--- src/rtl/if_id_skid_stage_pkg.sv ---
// rtl/if_id_skid_stage_pkg.sv - shared CPU pipeline types and default widths
package if_id_skid_stage_pkg;

    localparam int PC_W_DEF    = 64;
    localparam int INSTR_W_DEF = 32;

    typedef enum logic [1:0] {
        SKID_EMPTY = 2'd0,
        SKID_ONE   = 2'd1,
        SKID_TWO   = 2'd2
    } skid_state_e;

endpackage

--- src/rtl/if_id_skid_stage_pipe_data_reg.sv ---
// rtl/if_id_skid_stage_pipe_data_reg.sv - enabled payload register with synchronous reset
module pipe_data_reg #(
    parameter int W = 96
) (
    input  logic         clk,
    input  logic         reset,
    input  logic         en,
    input  logic [W-1:0] d,
    output logic [W-1:0] q
);

    always_ff @(posedge clk) begin
        if (reset) begin
            q <= '0;
        end else if (en) begin
            q <= d;
        end
    end

endmodule

--- src/rtl/if_id_skid_stage.sv ---
// rtl/if_id_skid_stage.sv - two-entry IF/ID skid buffer with registered in_ready
module if_id_skid_stage
    import if_id_skid_stage_pkg::*;
#(
    parameter int PC_W    = PC_W_DEF,
    parameter int INSTR_W = INSTR_W_DEF
) (
    input  logic               clk,
    input  logic               reset,
    input  logic               flush,
    input  logic               in_valid,
    output logic               in_ready,
    input  logic [PC_W-1:0]    in_pc,
    input  logic [INSTR_W-1:0] in_instr,
    output logic               out_valid,
    input  logic               out_ready,
    output logic [PC_W-1:0]    out_pc,
    output logic [INSTR_W-1:0] out_instr
);

    localparam int DW = PC_W + INSTR_W;

    skid_state_e   state;
    skid_state_e   state_next;
    logic          main_en;
    logic          skid_en;
    logic          main_from_skid;
    logic          in_xfer;
    logic          out_xfer;
    logic [DW-1:0] in_data;
    logic [DW-1:0] main_d;
    logic [DW-1:0] main_q;
    logic [DW-1:0] skid_q;

    // Both handshake flags decode only the state register, so no ready path
    // runs combinationally from decode back to fetch.
    assign in_ready  = (state != SKID_TWO);
    assign out_valid = (state == SKID_ONE) || (state == SKID_TWO);
    assign in_xfer   = in_valid && in_ready;
    assign out_xfer  = out_valid && out_ready;
    assign in_data   = {in_pc, in_instr};
    assign main_d    = main_from_skid ? skid_q : in_data;
    assign out_pc    = main_q[DW-1:INSTR_W];
    assign out_instr = main_q[INSTR_W-1:0];

    always_ff @(posedge clk) begin
        if (reset) begin
            state <= SKID_EMPTY;
        end else begin
            state <= state_next;
        end
    end

    always_comb begin
        state_next     = state;
        main_en        = 1'b0;
        skid_en        = 1'b0;
        main_from_skid = 1'b0;
        if (flush) begin
            state_next = SKID_EMPTY;
        end else begin
            case (state)
                SKID_EMPTY: begin
                    if (in_xfer) begin
                        main_en    = 1'b1;
                        state_next = SKID_ONE;
                    end
                end
                SKID_ONE: begin
                    if (in_xfer && out_xfer) begin
                        main_en = 1'b1;
                    end else if (in_xfer) begin
                        skid_en    = 1'b1;
                        state_next = SKID_TWO;
                    end else if (out_xfer) begin
                        state_next = SKID_EMPTY;
                    end
                end
                SKID_TWO: begin
                    if (out_xfer) begin
                        main_en        = 1'b1;
                        main_from_skid = 1'b1;
                        state_next     = SKID_ONE;
                    end
                end
                default: state_next = SKID_EMPTY;
            endcase
        end
    end

    pipe_data_reg #(.W(DW)) u_main (
        .clk   (clk),
        .reset (reset),
        .en    (main_en),
        .d     (main_d),
        .q     (main_q)
    );

    pipe_data_reg #(.W(DW)) u_skid (
        .clk   (clk),
        .reset (reset),
        .en    (skid_en),
        .d     (in_data),
        .q     (skid_q)
    );

endmodule

--- config.mk ---
export PLATFORM = sky130hd
export DESIGN_NAME = if_id_skid_stage
export DESIGN_NICKNAME = d
export VERILOG_FILES = /design/src/rtl/if_id_skid_stage_pkg.sv /design/src/rtl/if_id_skid_stage_pipe_data_reg.sv /design/src/rtl/if_id_skid_stage.sv
export SDC_FILE = /design/constraint.sdc
export NUM_CORES = 1
export LEC_CHECK = 0
export ABC_AREA = 1
export CAP_MARGIN = 20
export CELL_PAD_IN_SITES_DETAIL_PLACEMENT = 1
export CELL_PAD_IN_SITES_GLOBAL_PLACEMENT = 1
export CORE_MARGIN = 2
export CORE_UTILIZATION = 44
export DETAILED_ROUTE_END_ITERATION = 10
export DONT_BUFFER_PORTS = 1
export GPL_TIMING_DRIVEN = 1
export HOLD_SLACK_MARGIN = 0.02
export PLACE_DENSITY_LB_ADDON = 0.1
export SYNTH_ARGS = -nofsm -noshare
export SYNTH_HDL_FRONTEND = slang
export SYNTH_SLANG_ARGS = --single-unit
--- constraint.sdc ---
create_clock -name clk -period 2.2 [get_ports clk]
set_input_delay 0.66 -clock clk [delete_from_list [all_inputs] [get_ports clk]]
set_output_delay 0.66 -clock clk [all_outputs]
set_load 0.01 [all_outputs]
Yosys cells after proc, flatten, opt, wreduce, memory -nomap -nowiden
Index checks and enable logic that the tools add are counted.
{ "word_totals": {"n_memories": 0, "latchBits": 0, "mem_bits_ro": 0, "register_bits": 194, "ram_bits": 0} }
{ "classes": {"multipliers": 0, "n_bitwise": 0, "shifts": 0, "n_reduce_logical": 7, "n_div": 0, "add_sub_neg": 0, "n_lt_le_gt_ge": 0, "mux": 17, "eq_ne": 7} }
{ "ops": {"columns": ["cell", "count"], "rows": [
  ["two-way mux 96 bit", 1],
  ["two-way mux 2 bit", 5],
  ["two-way mux 1 bit", 9],
  ["inequality test 2 bit (second input constant)", 4],
  ["case mux 2 bit (3 select lines)", 1],
  ["AND reduction 4 bit", 1],
  ["logical AND 1 bit", 3],
  ["inequality test 3 bit (second input constant)", 1],
  ["case mux 1 bit (3 select lines)", 1],
  ["== test 2 x 1 -> 1 bit (second input constant)", 1],
  ["== test 2 bit (second input constant)", 1],
  ["zero test 2 bit", 1],
  ["OR reduction 2 bit", 1],
  ["logical OR 1 bit", 1]
]} }

Logic depth before layout (Yosys ltp)
{ "logic_depth": {"ltp_word": 7, "ltp_mapped": 13} }

Cells and area by module
A second synthesis with hierarchy kept.
{ "unflattened": {"hier_cells": 1362, "hier_area_um2": 9618.0} }
{ "modules_own_cells": {"columns": ["module", "cells_per_inst", "area_each_um2", "seq_area_each_um2", "instances"], "rows": [
  ["pipe_data_reg", 608, 4013.8, 1921.8, 2],
  ["if_id_skid_stage", 146, 1590.3, 40.0, 1]
]} }

Least setup slack after synthesis
Ideal clock, no wire load.
{ "synth_timing": {"kind": "input port to flip-flop", "start": "input out_ready", "end": "register u_skid.q[55]", "n_path_buf": 3, "arrival_ns": 1.693, "path_stages": 9, "path_slack_ns": 0.391, "path_cell_list": "buf_4 nand2_1 nand2_1 nor3_4 inv_2 buf_2 buf_6 nor2_1 nor2_1"} }
{ "synth_between": {"elab_chain_cells": 5} }
{ "synth_rtl": {"columns": ["item", "line", "source"], "rows": [
  ["start, declared", "if_id_skid_stage.sv:16", "input logic out_ready,"],
  ["logical AND 1 bit", "if_id_skid_stage.sv:40", "assign out_xfer = out_valid && out_ready;"],
  ["logical AND 1 bit", "if_id_skid_stage.sv:70", "if (in_xfer && out_xfer) begin"],
  ["two-way mux 1 bit", "if_id_skid_stage.sv:70", null],
  ["two-way mux 1 bit", "if_id_skid_stage.sv:62", "case (state)"],
  ["two-way mux 1 bit", "if_id_skid_stage.sv:59", "if (flush) begin"],
  ["end signal, assigned", "if_id_skid_stage_pipe_data_reg.sv:14", "q <= '0;"],
  ["end signal, assigned", "if_id_skid_stage_pipe_data_reg.sv:16", "q <= d;"],
  ["end, declared", "if_id_skid_stage_pipe_data_reg.sv:9", "output logic [W-1:0] q"]
]} }
Every way passes these cells.
A chain may end at the register's enable or synchronous reset.

Worst setup path after layout
{ "layout_timing": {"start": "register state[1]", "end": "output out_valid"} }
{ "layout_between": {"elab_chain_cells": 2, "elab_cells_between_ends": 3, "cone_classes": "2 x eq/ne; 1 x reduce/logical"} }
{ "layout_rtl": {"columns": ["item", "line", "source"], "rows": [
  ["start, declared", "if_id_skid_stage.sv:23", "skid_state_e state;"],
  ["start signal, assigned", "if_id_skid_stage.sv:50", "state <= state_next;"],
  ["== test 2 x 1 -> 1 bit / == test 2 bit (equally long branches)", "if_id_skid_stage.sv:38", "assign out_valid = (state == SKID_ONE) || (state == SKID_TWO);"],
  ["logical OR 1 bit (*)", "if_id_skid_stage.sv:38", null],
  ["end, declared", "if_id_skid_stage.sv:15", "output logic out_valid,"]
]} }
Every way passes the cells marked *; elsewhere a longest branch is shown, timed or not.

==> results.sh <==
export IMPL_p_int_mw=5.93
export IMPL_r2r_setup_slack_ns=0.23
export IMPL_critPathRequiredTime_ns=1.54
export IMPL_finish_net_count=1441
export IMPL_dr_first_iter_drc_count=417
export IMPL_synthToLayoutAreaGrowth_pct=7.91
export IMPL_drv_cap=0
export IMPL_p_seq_share_pct=47.9
export IMPL_grt_usage_pct=24.6
export IMPL_fmax_ghz=0.485
export IMPL_switching_share_pct=28.3
export IMPL_critPathKind="reg -> out"
export IMPL_die_w_um=149
export IMPL_cts_clk_slew_worst_paths_ns=0.08
export IMPL_rsz0062_at_grt="no"
export IMPL_pwr_share_clk_pct=39.9
export IMPL_path_cells="inv_1, ha_1, buf_4"
export IMPL_setup_violations=0
export IMPL_grt_remaining_overflow=0
export IMPL_yosysWarnings=0
export IMPL_gp_congestion=0.741
export IMPL_fin_ws_ns=0.140
export IMPL_max_slew_margin_pct=59.4
export IMPL_synth_area_leaders="dfxtp_1 42%, nand2_1 12%, nor2_1 12%, nand4_1 6.5%, a21oi_1 5.3%"
export IMPL_cts_setup_buffers=0
export IMPL_synth_area_leader_cell="dfxtp_1"
export IMPL_cts_root_buffer="clkbuf_16"
export IMPL_synthFlopType="dfxtp_1"
export IMPL_hold_path_depth=2
export IMPL_synth_enable_flop_cells=0
export IMPL_synth_fp_nets=1521
export IMPL_synthCells=1416
export IMPL_async_reset_ff_share_pct=0
export IMPL_ys_seq_elements=194
export IMPL_hpwl_um=16300
export IMPL_insertedDiodeCount=0
export IMPL_grt_pass1_wl_um=44800
export IMPL_end_kind="primary output"
export IMPL_yosys_cell_count_top_type="nand2_1"
export IMPL_ys_seq_area_share_pct=42.0
export IMPL_cts_sinks=194
export IMPL_timing_rr_start="state[1]"
export IMPL_worstPathArrival_ns=1.40
export IMPL_pwr_share_comb_pct=12.3
export IMPL_max_stage_delay_ns=0.40
export IMPL_detail_route_wl_per_cell_um=16.9
export IMPL_port_buffers=0
export IMPL_rows=53
export IMPL_pin_count=199
export IMPL_max_slew_worst_pin_slew_ns=0.608
export IMPL_place_inst=1592
export IMPL_finalHoldWorstSlack_ns=0.362
export IMPL_syn_area_sq_mm=0.00924
export IMPL_clkLatencyLatePin_ns=0.43
export IMPL_initial_utilization_pct=44.4
export IMPL_vias=8833
export IMPL_grt_pass1_vias=8803
export IMPL_clock_skew_ns=0.0118
export IMPL_drtPass1Iterations=4
export IMPL_finalHoldViolCount=0
export IMPL_ir_drop_mv=0.467
export IMPL_ff2ff_path_depth=9
export IMPL_numCtsBuffers=17
export IMPL_synth_top_area_share_pct=42.0
export IMPL_antenna_left=0
export IMPL_antenna_found_initial=0
export IMPL_finalWirelength_um=27400
export IMPL_timing_rr_end="u_main.q[58]"
export IMPL_post_route_period_util_pct=93.6
export IMPL_power_mw=8.27
export IMPL_dieArea_sq_mm=0.0222
export IMPL_p_leak_nw=4.83
export IMPL_htree_levels=4
export IMPL_maxSlewViolCount=0
export IMPL_min_to="u_skid.q[69]"
export IMPL_status="completed"
export IMPL_synth_top_cells_by_count="302 x nand2_1, 296 x nor2_1, 194 x dfxtp_1"
export IMPL_cts_tree="done"
export IMPL_layout_min_cycle_time_ns=2.06
export IMPL_syn_avg_cell_area_sq_um=6.53
export IMPL_crit_fanout=3
export IMPL_drive_gt1_share_pct=4.97
export IMPL_remaining_drc_errors=0
export IMPL_setup_tns_ns=0
export IMPL_post_cts_resized=0
export IMPL_stdcell_count=1624
export IMPL_synth_cell_type_count=22
export IMPL_core_area_sq_mm=0.0208
export IMPL_fill_cells=2781
export IMPL_max_clock_path_buffers=2
export IMPL_hold_class="in -> reg"
export IMPL_cts_hold_buf=0
export IMPL_viasPerCell=5.44
export IMPL_hp_start="in_pc[37]"
export IMPL_p_per_area_mw_per_mm2=829
export IMPL_die_h_um=149
export IMPL_p_sw_mw=2.34
export IMPL_cpMaxStageDelayCell="dfxtp_1"
export IMPL_dpl_worst_slack_ns=0.237
export IMPL_worst_setup_path_start_kind="flop"
export IMPL_grt_max_degree=118
-- stage by stage --
step	instance area [sq um]	util, %
after floorplan	9240	-
after global placement	9350	44.9
after detailed placement	9350	44.9
after CTS	9970	47.9
after global routing	9970	47.9
final	9970	47.9
-- critical path: cells and delay by family, from the launching register on --
family	cells	cell delay (ns)
DFF	1	0.40
adders and majority gates	1	0.31
buffers and inverters	2	0.27
-- cells by family after synthesis --
logic type,count (synthesis),synth area share (%)
buffers and inverters,229,10.4
AO/OA/AOI/OAI,193,10.5
flip-flops,194,42.0
adder cells (fa/ha/maj),4,0.542
AND/OR/NAND/NOR,796,36.5
-- routing by layer --
| metal | track usage, % | routed length, um | up-vias |
|---|---|---|---|
| li1 | - | - | 4390 |
| met1 | 32.0 | 12300 | 4213 |
| met2 | 40.3 | 12800 | 195 |
| met3 | 5.75 | 1730 | 35 |
| met4 | 8.38 | 561 | 0 |
| met5 | 0 | 0 | - |
-- worst max path at each step --
stage | to | startpoint | slack, ns | cells past startpoint
after global routing | u_main.q[57] | state[1] | 0.05 | 9
final | out_valid | state[1] | 0.14 | 3
after detailed placement | u_main.q[42] | state[1] | 0.24 | 9
after CTS | out_valid | state[1] | 0.11 | 3
after global placement | u_main.q[36] | state[1] | 0.33 | 9
after floorplan | u_skid.q[55] | out_ready | 0.39 | 9
-- state kept, by name (all words and copies together) (netlist names) --
signal,cells
state,2
u_main.q,96
u_skid.q,96
-- final cells by class --
cell class	count	area (sq um)	area share [%]
multi-input combinational	993	4430	44.4
timing repair buffer	26	295	2.96
clock inverter	12	173	1.73
inverter	104	400	4.02
tap	275	344	3.45
clock buffer	20	447	4.48
sequential	194	3880	39.0
-- power by group through the flow --
stage                     sequential [mW]  combinational [mW]  clock, mW
after floorplan                      3.99               0.824          0
after global placement               4.03                1.00          0
after detailed placement             4.04                1.02          0
after CTS                            3.96                1.03       3.39
after global routing                 3.99                1.18       3.53
final                                3.96                1.01       3.30
-- cells in the final DEF, fill, tap and decap left out, types with 2 or more instances in the layout --
cell type   instances
clkbuf_1            2
nand2_1           301
a21oi_1            97
clkinvlp_4          3
buf_12              8
inv_8               3
bufinv_16           3
clkinv_4            3
nand3_1            97
clkinv_2            2
nor2_1            295
buf_4              18
inv_1             100
clkbuf_16          17
o21ai_1             5
dfxtp_1           194
nand4_1            96
ha_1                3
o21ai_0            91
Note: power is estimated with default switching activity, not from simulation.
